## config.mk

```make
export PLATFORM = sky130hd
export DESIGN_NAME = encoder4to2_rr
export DESIGN_NICKNAME = d
export VERILOG_FILES = /design/src/rtl/encoder4to2_rr.sv
export SDC_FILE = /design/constraint.sdc
export NUM_CORES = 1
export LEC_CHECK = 0
export CAP_MARGIN = 10
export CORE_ASPECT_RATIO = 0.8
export CORE_UTILIZATION = 41
export CTS_CLUSTER_SIZE = 25
export DETAILED_ROUTE_END_ITERATION = 7
export PLACE_DENSITY_LB_ADDON = 0.3
export SYNTH_ARGS = -nofsm -noshare
export SYNTH_HDL_FRONTEND = slang
export SYNTH_SLANG_ARGS = --single-unit
```

## constraint.sdc

```tcl
create_clock -name clk_i -period 1.3 [get_ports clk_i]
set_input_delay 0.13 -clock clk_i [delete_from_list [all_inputs] [get_ports clk_i]]
set_output_delay 0.13 -clock clk_i [all_outputs]
set_load 0.005 [all_outputs]
```

## src/rtl/encoder4to2_rr.sv

```systemverilog
// encoder4to2_rr: registered 4:2 encoder with round-robin (or fixed) priority and a
// valid/ready output handshake. A captured index is held on {a_o,b_o} until downstream
// accepts it; multi-hot captures are flagged and completed handshakes are counted.
//
// Ports:
//   clk_i           sole clock, rising edge
//   rst_ni          synchronous active-low reset
//   en_i            capture enable
//   in0_i..in3_i    level-sensitive request lines
//   ready_i         downstream accept
//   a_o, b_o        encoded index of the selected request (a_o is MSB)
//   valid_o         {a_o,b_o} and multi_o are valid
//   multi_o         two or more requests were high at the capturing edge
//   cnt_o           completed handshakes, wraps modulo 2^CNT_W
module encoder4to2_rr #(
  parameter int unsigned ROTATE = 1,
  parameter int unsigned CNT_W  = 8
) (
  input  logic             clk_i,
  input  logic             rst_ni,
  input  logic             en_i,
  input  logic             in0_i,
  input  logic             in1_i,
  input  logic             in2_i,
  input  logic             in3_i,
  input  logic             ready_i,
  output logic             a_o,
  output logic             b_o,
  output logic             valid_o,
  output logic             multi_o,
  output logic [CNT_W-1:0] cnt_o
);

  typedef enum logic [0:0] {StIdle, StHold} state_e;

  state_e             state_q, state_d;
  logic [1:0]         ptr_q, ptr_d;
  logic [1:0]         idx_q, idx_d;
  logic               multi_q, multi_d;
  logic [CNT_W-1:0]   cnt_q, cnt_d;

  logic [3:0] req;
  logic [1:0] win;
  logic [1:0] probe;
  logic       found;
  logic       multi_w;
  logic       capture;

  assign req = {in3_i, in2_i, in1_i, in0_i};

  // Search from ptr_q upward (mod 4); the first asserted line wins.
  always_comb begin
    win   = ptr_q;
    found = 1'b0;
    probe = ptr_q;
    for (int unsigned i = 0; i < 4; i++) begin
      probe = ptr_q + 2'(i);
      if (!found && req[probe]) begin
        win   = probe;
        found = 1'b1;
      end
    end
  end

  assign multi_w = (3'(in0_i) + 3'(in1_i) + 3'(in2_i) + 3'(in3_i)) >= 3'd2;
  assign capture = en_i & (|req);

  always_comb begin
    state_d = state_q;
    ptr_d   = ptr_q;
    idx_d   = idx_q;
    multi_d = multi_q;
    cnt_d   = cnt_q;

    unique case (state_q)
      StIdle: begin
        if (capture) begin
          state_d = StHold;
          idx_d   = win;
          multi_d = multi_w;
          ptr_d   = (ROTATE != 0) ? win + 2'd1 : 2'd0;
        end
      end
      StHold: begin
        // Inputs are ignored until downstream accepts the held result.
        if (ready_i) begin
          cnt_d = cnt_q + CNT_W'(1);
          if (capture) begin
            idx_d   = win;
            multi_d = multi_w;
            ptr_d   = (ROTATE != 0) ? win + 2'd1 : 2'd0;
          end else begin
            state_d = StIdle;
          end
        end
      end
      default: state_d = StIdle;
    endcase
  end

  always_ff @(posedge clk_i) begin
    if (!rst_ni) begin
      state_q <= StIdle;
      ptr_q   <= 2'd0;
      idx_q   <= 2'd0;
      multi_q <= 1'b0;
      cnt_q   <= '0;
    end else begin
      state_q <= state_d;
      ptr_q   <= ptr_d;
      idx_q   <= idx_d;
      multi_q <= multi_d;
      cnt_q   <= cnt_d;
    end
  end

  assign valid_o = (state_q == StHold);
  assign a_o     = idx_q[1];
  assign b_o     = idx_q[0];
  assign multi_o = multi_q;
  assign cnt_o   = cnt_q;

endmodule

```

Word-level counts from Yosys, hierarchy flattened. Cells that the tools add are included.

Register bits after elaboration: 14. Input bits: 8. Output and inout bits: 12. Logic and storage cells: 55.

$add $sub $neg: 8. Magnitude comparators: 5. Equal/unequal tests: 1. Muxes and demuxes: 26. Bitwise gates (word level): 2. Reduce and logical (&&, ||, !) cells: 8.

Operators by type and width (number): $mux W2 (7); $lt A2 B3 Y1 const B (4); $mux W1 (11); $add A8 B1 Y8 const B (1); $bmux W1 S2 (4); $pmux W2 S2 (2); $add A2 B1 Y2 const B (2); $add A2 B2 Y2 const B (2); $pmux W1 S2 (2); $reduce_or A4 Y1 (1); $add A2 B1 Y3 (1); $add A3 B1 Y3 (1); $ge A3 B2 Y1 const B (1); $logic_and A1 B1 Y1 (3); $logic_not A1 Y1 (3); $add A1 B1 Y2 (1); $ne A2 B2 Y1 const B (1); $reduce_and A2 Y1 (1); $and A1 B1 Y1 (1); $not A1 Y1 (1).

Longest topological paths before layout. Gate-level depths: netlist of the first run.

Word-level depth: 16. Mapped depth: 8. Mapped depth without buffers: 7.

Worst setup path after synthesis of the first run. No wires, ideal clock.

Kind: reg-to-reg. Start: register ptr_q[1]. End: register ptr_q[0]. Setup time: 0.116 ns. Arrival time: 1.216 ns. Data required time: 1.184 ns. Setup slack: -0.032 ns. Stages on the path, launching flop included: 6. Path buffers: 0. Period minus slack after synthesis: 1.332 ns. Path through: dfxtp_1 > nand2_1 > a21oi_2 > o221ai_2 > or3b_1 > o211a_1.

Longest elaborated chain between the ends: 16. Elaborated cells on any way between the ends: 27. Classes of those cells: add/sub (4); mux (17); reduce/logical (6).

Ends and longest elaborated chain: start, declared (line 37) `logic [1:0] ptr_q, ptr_d;`; start signal, assigned (line 110) `ptr_q <= ptr_d;`; parallel branches: the longest is 11 deep, another holds $add A2 B1 Y2; $mux W2 (*) (line 58) `if (!found && req[probe]) begin`; $add A2 B1 Y2 (*) (line 81, 91); $mux W2 (*) (line 77, 88); $mux W2 (line 86) `if (ready_i) begin`; $pmux W2 S2 (*) (line 75) `unique case (state_q)`.

Mark *: on every way between the ends. The select of a mux whose other input is x is not followed. A chain may end at the register's enable or synchronous reset.

Final worst setup path of the first run. Same ends and word-level chain as after synthesis.

==> results of run 1 <==
area by class of cell:
cell class,count,area (um^2)
clock buffers,4,36.3
well taps,22,27.5
repair buffers,33,299
flip-flops and latches,14,300
fillers,140,529
multi-input cells,57,452
inverters,4,15.0
worst max path at each step:
stage	slack, ns	cells past startpoint	endpoint	start
floorplan	0.02	5	ptr_q[0]$_SDFFE_PN0P_	ptr_q[0]$_SDFFE_PN0P_
global placement	-0.46	8	idx_q[1]$_SDFFE_PN0P_	in0_i
detailed placement	-0.53	8	idx_q[1]$_SDFFE_PN0P_	in0_i
CTS	-0.05	5	ptr_q[0]$_SDFFE_PN0P_	ptr_q[1]$_SDFFE_PN0P_
global route	-0.09	4	ptr_q[0]$_SDFFE_PN0P_	ptr_q[1]$_SDFFE_PN0P_
finish	-0.04	4	ptr_q[0]$_SDFFE_PN0P_	ptr_q[1]$_SDFFE_PN0P_
per-stage QoR:
stage	TNS [ns]	worst slack (ns)	util [%]	power (mW)	hold WS (ns)
after global placement	-3.20	-0.455	61.5	0.661	0.476
after detailed placement	-3.61	-0.527	61.5	0.665	0.484
after floorplan	0	0.0214	-	0.566	0.283
after CTS	-0.0666	-0.0548	65.3	0.974	0.496
final	-0.0826	-0.0430	68.1	0.996	0.492
after global routing	-0.467	-0.0856	68.1	1.04	0.490
power by group through the flow:
stage                     Sequential, mW  Clock [mW]  Combinational, mW
final                              0.467       0.316              0.213
after global routing               0.470       0.340              0.229
after CTS                          0.466       0.311              0.197
after detailed placement           0.475           0              0.190
after global placement             0.475           0              0.187
after floorplan                    0.475           0             0.0902
what timing repair did:
item	4_1_cts	5_1_grt
setup buffers	2	2
endpoints found under the setup margin	13	18
pin swaps	8	10
resized for setup	18	15
layer usage:
| metal | GRT usage [%] | vias to the layer above | wire length, um |
|---|---|---|---|
| met1 | 24.7 | 321 | 857 |
| met4 | 4.41 | 0 | 0 |
| met3 | 5.43 | 0 | 46 |
| met2 | 33.6 | 10 | 859 |
| met5 | 0 | - | 0 |
| li1 | - | 339 | - |
state kept, by name, indices dropped and copies added (netlist names):
name,flops
multi_o,1
idx_q,2
ptr_q,2
cnt_o,8
valid_o,1
worst max-delay path, stage by stage (launching register included):
cell       delay [ns]
dfxtp_4          0.39
a2bb2oi_2        0.16
o221ai_2         0.14
or3b_4           0.40
o211a_1          0.14
kinds of logic (layout without fill, tap and decap cells):
group / count (synthesis) / count (layout) / share of synthesized area (%)
xor gates and xnor gates: 6 / 6 / 7.15
adders and majority gates: 3 / 3 / 6.13
AOI/OAI and AO/OA: 17 / 17 / 18.4
DFF: 14 / 14 / 38.2
muxes: 2 / 2 / 2.73
buffers and inverters: 7 / 41 / 4.09
and+or+nand+nor: 29 / 29 / 23.3
cells in the final DEF, fill, tap and decap left out, types with 2 or more instances in the layout:
| cell | instances |
|---|---|
| dlymetal6s2s_1 | 4 |
| dfxtp_1 | 2 |
| ha_1 | 2 |
| or3_1 | 3 |
| a21boi_1 | 2 |
| dlygate4sd2_1 | 5 |
| nand2b_1 | 3 |
| dfxtp_4 | 2 |
| nand2_1 | 3 |
| inv_1 | 3 |
| nand2_2 | 2 |
| clkbuf_4 | 3 |
| mux2i_1 | 2 |
| dfxtp_2 | 10 |
| xor2_1 | 2 |
| and2_1 | 5 |
| buf_4 | 14 |
| o211a_1 | 2 |
| nand4_1 | 3 |
| o21ai_0 | 4 |
| clkdlybuf4s50_1 | 10 |
| xnor2_1 | 4 |
| nor2b_1 | 4 |
==> impl_results.html, run 1 <==
<table>
<tr><th>Metric</th><th>Value</th></tr>
<tr><th colspan="2">Min path</th></tr>
<tr><td>Worst Hold Launch</td><td>en_i</td></tr>
<tr><td>Endpoint, Worst Hold</td><td>valid_o$_SDFF_PN0_</td></tr>
<tr><td>Cell depth of the worst hold path</td><td>3</td></tr>
<tr><td>Hold Path Class</td><td>in2reg</td></tr>
<tr><th colspan="2">Timing</th></tr>
<tr><td>Slew at the pin closest to its max-slew limit</td><td>0.440 ns</td></tr>
<tr><td>Worst Skew</td><td>0.00646 ns</td></tr>
<tr><td>Maximum clock frequency</td><td>745 MHz</td></tr>
<tr><td>Minimum clock period after layout</td><td>1.34 ns</td></tr>
<tr><td>Number of endpoints with negative hold slack in the final report</td><td>0</td></tr>
<tr><td>Smallest setup slack after layout</td><td>-0.0430 ns</td></tr>
<tr><td>Total of endpoints with negative setup slack in the final report</td><td>3</td></tr>
<tr><td>Unrepaired setup endpoints after global routing</td><td>yes</td></tr>
<tr><td>Remaining max-slew budget at the tightest pin</td><td>70.6%</td></tr>
<tr><td>Pins Over Slew Limit</td><td>0</td></tr>
<tr><td>Final critical-path share of the clock period</td><td>103%</td></tr>
<tr><th colspan="2">Routing</th></tr>
<tr><td>Vias per cell</td><td>5.00</td></tr>
<tr><td>First DRT Iteration DRCs</td><td>5</td></tr>
<tr><td>Final WL</td><td>1.76 mm</td></tr>
<tr><td>Remaining antenna violation count after routing</td><td>0</td></tr>
<tr><td>Detailed-route via count</td><td>670</td></tr>
<tr><td>Post-route DRC violation count</td><td>0</td></tr>
<tr><td>Drt first pass iters</td><td>4</td></tr>
<tr><td>Routed wire per std cell</td><td>13.2 um</td></tr>
<tr><th colspan="2">Floorplanning</th></tr>
<tr><td>I/O pin total</td><td>20</td></tr>
<tr><td>Number of placement rows</td><td>13</td></tr>
<tr><td>Die width</td><td>49.3 um</td></tr>
<tr><td>Core area</td><td>0.00166 mm^2</td></tr>
<tr><td>Vert. Die Dim</td><td>39.9 um</td></tr>
<tr><td>Die Area</td><td>0.00197 mm^2</td></tr>
<tr><td>Starting Density</td><td>44.3%</td></tr>
<tr><th colspan="2">Synth</th></tr>
<tr><td>Synth top area share</td><td>38.2%</td></tr>
<tr><td>Sequential fraction of the synthesis area</td><td>approximately two fifths</td></tr>
<tr><td>Count of mapped cells out of synthesis</td><td>a little under 80</td></tr>
<tr><td>Synthesized area</td><td>734 um^2</td></tr>
<tr><td>Most instantiated flip-flop cell in the synthesis netlist</td><td>dfxtp_1</td></tr>
<tr><td>Largest cells by area after synthesis</td><td>dfxtp_1 38%, and2_1 5.1%, xnor2_1 4.8%</td></tr>
<tr><td>Cell with the most instances after synthesis</td><td>dfxtp_1</td></tr>
<tr><td>Number of flops mapped to enable cells by yosys</td><td>0</td></tr>
<tr><td>Synthesized net count</td><td>89</td></tr>
<tr><td>Mean post-synth cell area</td><td>9.42 um^2</td></tr>
<tr><td>Top post-synthesis cells by count</td><td>14 x dfxtp_1, 6 x and2_1, 5 x nand2_1, 5 x nor2b_1</td></tr>
<tr><td>Post-synthesis register bit count</td><td>14</td></tr>
<tr><td>Library cell occupying the most area in the post-synthesis netlist</td><td>dfxtp_1</td></tr>
<tr><td>Ys Warns</td><td>0</td></tr>
<tr><td>Fraction of registers with async set/reset</td><td>0%</td></tr>
<tr><td>Unique masters post-synth</td><td>30</td></tr>
<tr><th colspan="2">Clock tree</th></tr>
<tr><td>Hold buffer count at CTS</td><td>0</td></tr>
<tr><td>Clock buffer count from CTS</td><td>3</td></tr>
<tr><td>Root Driver</td><td>clkbuf_4</td></tr>
<tr><td>Number of sinks driven by the clock tree</td><td>14</td></tr>
<tr><td>TritonCTS clock tree</td><td>built</td></tr>
<tr><td>Clock tree buffer depth</td><td>2</td></tr>
<tr><td>Clock-pin slew reported for the worst setup and hold paths after clock tree synthesis</td><td>0.09 ns</td></tr>
<tr><td>Clock latency at the later pin of the worst-skew pair</td><td>between 0.2 and 0.3 ns</td></tr>
<tr><td>Number of levels in the clock H-tree</td><td>1</td></tr>
<tr><th colspan="2">Run status</th></tr>
<tr><td>Failing checks</td><td>negative setup slack</td></tr>
<tr><td>Run status</td><td>complete, but fails checks</td></tr>
<tr><th colspan="2">Critical path</th></tr>
<tr><td>CP endpoint kind</td><td>flop</td></tr>
<tr><td>Crit path arrival time</td><td>1.51 ns</td></tr>
<tr><td>Internal reg-to-reg setup slack</td><td>-0.04 ns</td></tr>
<tr><td>Required time of the critical path</td><td>roughly 1.5 ns</td></tr>
<tr><td>Worst reg2reg path depth</td><td>4</td></tr>
<tr><td>Reg-to-reg endpoint</td><td>ptr_q[0]$_SDFFE_PN0P_</td></tr>
<tr><td>Crit path max fanout</td><td>6</td></tr>
<tr><td>Reg2Reg Launch Point</td><td>ptr_q[1]$_SDFFE_PN0P_</td></tr>
<tr><td>Critical path type</td><td>reg2reg</td></tr>
<tr><td>Nature of the critical path startpoint</td><td>flop</td></tr>
<tr><th colspan="2">Placement</th></tr>
<tr><td>GP Congestion</td><td>0.753</td></tr>
<tr><td>Port Buffers</td><td>19</td></tr>
<tr><td>HPWL after detailed placement</td><td>1.20 mm</td></tr>
<tr><td>Placement-stage cell area</td><td>0.00102 mm^2</td></tr>
<tr><td>Cell total after placement</td><td>127</td></tr>
<tr><th colspan="2">Finish</th></tr>
<tr><td>Final instance area</td><td>0.00113 mm^2</td></tr>
<tr><td>Non-filler instance count after layout</td><td>134</td></tr>
<tr><td>Area growth, synth to finish</td><td>53.8%</td></tr>
<tr><td>Layout cell share with drive strength beyond 1</td><td>between 30% and 40%</td></tr>
<tr><td>Number of nets at the end of the flow</td><td>124</td></tr>
<tr><td>Diode count</td><td>0</td></tr>
<tr><th colspan="2">GRT</th></tr>
<tr><td>Vias in the first global route</td><td>a little over 600</td></tr>
<tr><td>Total overflow reported by the global router</td><td>0</td></tr>
<tr><td>Largest net degree at the start of global routing</td><td>15</td></tr>
<tr><td>Initial antenna violation count</td><td>0</td></tr>
<tr><td>First-pass GRT wire length</td><td>2.73 mm</td></tr>
<tr><td>Overall global routing resource usage</td><td>19.6%</td></tr>
<tr><th colspan="2">Power</th></tr>
<tr><td>Worst IR Drop VDD</td><td>1.03 mV</td></tr>
<tr><td>Cell-internal power</td><td>roughly 0.74 mW</td></tr>
<tr><td>Power density relative to cell area</td><td>881 mW/mm^2</td></tr>
<tr><td>Sequential fraction of design power</td><td>a little under half</td></tr>
<tr><td>Net Switching</td><td>between 0.2 and 0.3 mW</td></tr>
<tr><td>Clock network power share</td><td>between 30% and 40%</td></tr>
<tr><td>Fraction of power spent switching nets</td><td>25.5%</td></tr>
<tr><td>Combinational group share of total power</td><td>21.4%</td></tr>
<tr><td>Static Leak</td><td>0.541 nW</td></tr>
<tr><th colspan="2">Flow run</th></tr>
<tr><td>Max-capacitance violation count</td><td>0</td></tr>
</table>
Note: power is estimated with default switching activity, not from simulation.
==> inputs of run 2 (changes only) <==
CORE_MARGIN = 3   (was default)
SETUP_SLACK_MARGIN = 0.2   (was default)
==> run 2 against run 1 <==
The run still ends with negative setup slack left. Sequential share of layout area fell by 4.0 points. Total power rose by 10%. Setup slack worse by 0.034 ns. Hold slack worse by 0.025 ns. Register-to-register slack got worse by 0.03 ns. Count of clock-buffer cells in the layout did not move. Largest cell class unchanged.
==> impl_results.html, run 2 (same netlist as run 1, synthesis figures left out) <==
<table>
<tr><th>Metric</th><th>Value</th></tr>
<tr><th colspan="2">Finish</th></tr>
<tr><td>Area growth, synth to finish</td><td>85.5%</td></tr>
<tr><td>Layout cell share with drive strength beyond 1</td><td>59.2%</td></tr>
<tr><td>Flip-flop count of the largest register after layout</td><td>8</td></tr>
<tr><td>Number of nets at the end of the flow</td><td>137</td></tr>
<tr><td>Diode count</td><td>0</td></tr>
<tr><td>Highest-count cells in the layout ignoring fill and taps</td><td>23 x buf_4, 12 x dlygate4sd2_1, 10 x dfxtp_2</td></tr>
<tr><td>Most common cell after layout, fill and taps aside</td><td>buf_4</td></tr>
<tr><td>Final instance area</td><td>0.00136 mm^2</td></tr>
<tr><th colspan="2">Routing</th></tr>
<tr><td>Drt first pass iters</td><td>4</td></tr>
<tr><td>Post-route DRC violation count</td><td>0</td></tr>
<tr><td>First DRT Iteration DRCs</td><td>16</td></tr>
<tr><td>Final WL</td><td>2.56 mm</td></tr>
<tr><td>Detailed-route via count</td><td>between 800 and 900</td></tr>
<tr><td>Vias per cell</td><td>approximately 5.5</td></tr>
<tr><td>Remaining antenna violation count after routing</td><td>0</td></tr>
<tr><td>Routed wire per std cell</td><td>17.4 um</td></tr>
<tr><th colspan="2">Timing</th></tr>
<tr><td>Minimum clock period after layout</td><td>1.38 ns</td></tr>
<tr><td>Final critical-path share of the clock period</td><td>106%</td></tr>
<tr><td>Total of endpoints with negative setup slack in the final report</td><td>3</td></tr>
<tr><td>Remaining max-slew budget at the tightest pin</td><td>79.1%</td></tr>
<tr><td>Pins Over Slew Limit</td><td>0</td></tr>
<tr><td>Worst Skew</td><td>0.000756 ns</td></tr>
<tr><td>Slew at the pin closest to its max-slew limit</td><td>between 0.3 and 0.4 ns</td></tr>
<tr><td>Final worst hold slack</td><td>approximately 0.47 ns</td></tr>
<tr><td>Unrepaired setup endpoints after global routing</td><td>yes</td></tr>
<tr><td>Maximum clock frequency</td><td>726 MHz</td></tr>
<tr><td>Number of endpoints with negative hold slack in the final report</td><td>0</td></tr>
<tr><td>Smallest setup slack after layout</td><td>-0.0767 ns</td></tr>
<tr><th colspan="2">Floorplanning</th></tr>
<tr><td>Die Area</td><td>0.00234 mm^2</td></tr>
<tr><td>Die width</td><td>53.3 um</td></tr>
<tr><td>I/O pin total</td><td>20</td></tr>
<tr><td>Starting Density</td><td>44.3%</td></tr>
<tr><td>Core area</td><td>0.00166 mm^2</td></tr>
<tr><td>Number of placement rows</td><td>13</td></tr>
<tr><td>Vert. Die Dim</td><td>roughly 44 um</td></tr>
<tr><th colspan="2">Clock tree</th></tr>
<tr><td>Clock tree buffer depth</td><td>2</td></tr>
<tr><td>Root Driver</td><td>clkbuf_4</td></tr>
<tr><td>Clock latency at the later pin of the worst-skew pair</td><td>0.29 ns</td></tr>
<tr><td>Clock-pin slew reported for the worst setup and hold paths after clock tree synthesis</td><td>0.09 ns</td></tr>
<tr><td>TritonCTS clock tree</td><td>built</td></tr>
<tr><td>Clock buffer count from CTS</td><td>3</td></tr>
<tr><td>Number of levels in the clock H-tree</td><td>1</td></tr>
<tr><td>Number of sinks driven by the clock tree</td><td>14</td></tr>
<tr><td>Hold buffer count at CTS</td><td>0</td></tr>
<tr><th colspan="2">Placement</th></tr>
<tr><td>Port Buffers</td><td>19</td></tr>
<tr><td>GP Congestion</td><td>~0.74</td></tr>
<tr><td>Placement-stage cell area</td><td>0.00104 mm^2</td></tr>
<tr><td>HPWL after detailed placement</td><td>1.20 mm</td></tr>
<tr><th colspan="2">Power</th></tr>
<tr><td>Power density relative to cell area</td><td>805 mW/mm^2</td></tr>
<tr><td>Static Leak</td><td>0.645 nW</td></tr>
<tr><td>Combinational group share of total power</td><td>27.7%</td></tr>
<tr><td>Net Switching</td><td>approximately 0.31 mW</td></tr>
<tr><td>Fraction of power spent switching nets</td><td>28.5%</td></tr>
<tr><td>Clock network power share</td><td>29.6%</td></tr>
<tr><td>Worst IR Drop VDD</td><td>0.753 mV</td></tr>
<tr><td>Sequential fraction of design power</td><td>42.7%</td></tr>
<tr><td>Cell-internal power</td><td>0.785 mW</td></tr>
<tr><th colspan="2">Critical path</th></tr>
<tr><td>Crit path arrival time</td><td>1.56 ns</td></tr>
<tr><td>Required time of the critical path</td><td>1.49 ns</td></tr>
<tr><td>CP endpoint kind</td><td>flop</td></tr>
<tr><td>Nature of the critical path startpoint</td><td>flop</td></tr>
<tr><td>Critical path type</td><td>reg2reg</td></tr>
<tr><td>Crit path max fanout</td><td>6</td></tr>
<tr><th colspan="2">Run status</th></tr>
<tr><td>Failing checks</td><td>negative setup slack</td></tr>
<tr><td>Run status</td><td>complete, but fails checks</td></tr>
<tr><th colspan="2">GRT</th></tr>
<tr><td>Total overflow reported by the global router</td><td>0</td></tr>
<tr><td>Initial antenna violation count</td><td>0</td></tr>
<tr><td>Largest net degree at the start of global routing</td><td>9</td></tr>
<tr><td>Vias in the first global route</td><td>709</td></tr>
<tr><td>Peak-usage layer in the global routing report</td><td>met2</td></tr>
<tr><td>Overall global routing resource usage</td><td>19.2%</td></tr>
<tr><td>First-pass GRT wire length</td><td>3.22 mm</td></tr>
<tr><td>Met1 Track Usage GR</td><td>23.3%</td></tr>
<tr><td>Met2 Use GR</td><td>31.5%</td></tr>
<tr><td>Met3 capacity usage during global routing</td><td>approximately 7.9%</td></tr>
<tr><th colspan="2">Min path</th></tr>
<tr><td>Hold Path Class</td><td>reg2reg</td></tr>
<tr><th colspan="2">Flow run</th></tr>
<tr><td>Max-capacitance violation count</td><td>0</td></tr>
</table>
[run 2: cell count changes in the layout (fill, tap and decap cells not counted), sizes merged]
cell	delta
buf	+15
clkdlybuf4s50	-7
dlygate4sd2	+7
dlymetal6s2s	-4
clkbuf	+2
clkinvlp	+2
inv	-2
[run 2: area by class of cell]
class	count	area, um^2
Clock buffer	4	36.3
Fill cell	103	297
Timing Repair Buffer	46	379
Inverter	4	22.5
Multi-Input combinational cell	57	589
Sequential cell	14	308
Tap cell	22	27.5
[run 2: final timing paths]
check	slack, ns	cells past startpoint	start	end
worst min-delay path	0.47	2	idx_q[0]$_SDFFE_PN0P_	idx_q[0]$_SDFFE_PN0P_
worst min register to register	0.47	2	idx_q[0]$_SDFFE_PN0P_	idx_q[0]$_SDFFE_PN0P_
worst max register to register	-0.08	5	ptr_q[1]$_SDFFE_PN0P_	ptr_q[0]$_SDFFE_PN0P_
worst max-delay path	-0.08	5	ptr_q[1]$_SDFFE_PN0P_	ptr_q[0]$_SDFFE_PN0P_
[run 2: worst max-delay path, stage by stage (launching register included)]
cell      delay (ns)
dfxtp_4         0.40
nand2_2         0.06
a21oi_2         0.15
o221ai_2        0.13
or3b_4          0.40
o211a_1         0.13
[run 2: metal layers]
metal / part of all wire [%] / vias to the layer above / wire length [um]
met1: 46 / 398 / 1170
met5: 0 / - / 0
met4: 2.9 / 0 / 75
met2: 46 / 31 / 1170
met3: 5.8 / 10 / 149
li1: - / 369 / -
[run 2: per-stage QoR]
step | utilization, % | setup TNS (ns) | total power [mW] | std cells | setup WS [ns]
2_1_floorplan | - | 0 | 0.572 | 78 | 0.0343
3_3_place_gp | 62.7 | -3.19 | 0.672 | 127 | -0.499
3_5_place_dp | 62.7 | -3.50 | 0.676 | 127 | -0.527
4_1_cts | 72.9 | -0.00740 | 1.00 | 143 | -0.00740
5_1_grt | 82.1 | -0.577 | 1.15 | 147 | -0.135
6_report | 82.1 | -0.192 | 1.10 | 147 | -0.0767
[run 2: timing repair]
action                     in CTS  in global routing
pin swaps                      13                 15
buffers inserted               12                  4
resized for setup              46                 29
setup endpoints to repair      23                 13
gates cloned                    0                  0
hold endpoints to repair        0                  0
[run 2: power by group through the flow]
stage | clock network, mW | registers [mW] | logic [mW]
2_1_floorplan | 0 | 0.477 | 0.0954
3_3_place_gp | 0 | 0.476 | 0.196
3_5_place_dp | 0 | 0.476 | 0.200
4_1_cts | 0.325 | 0.467 | 0.212
5_1_grt | 0.354 | 0.471 | 0.324
6_report | 0.325 | 0.468 | 0.304
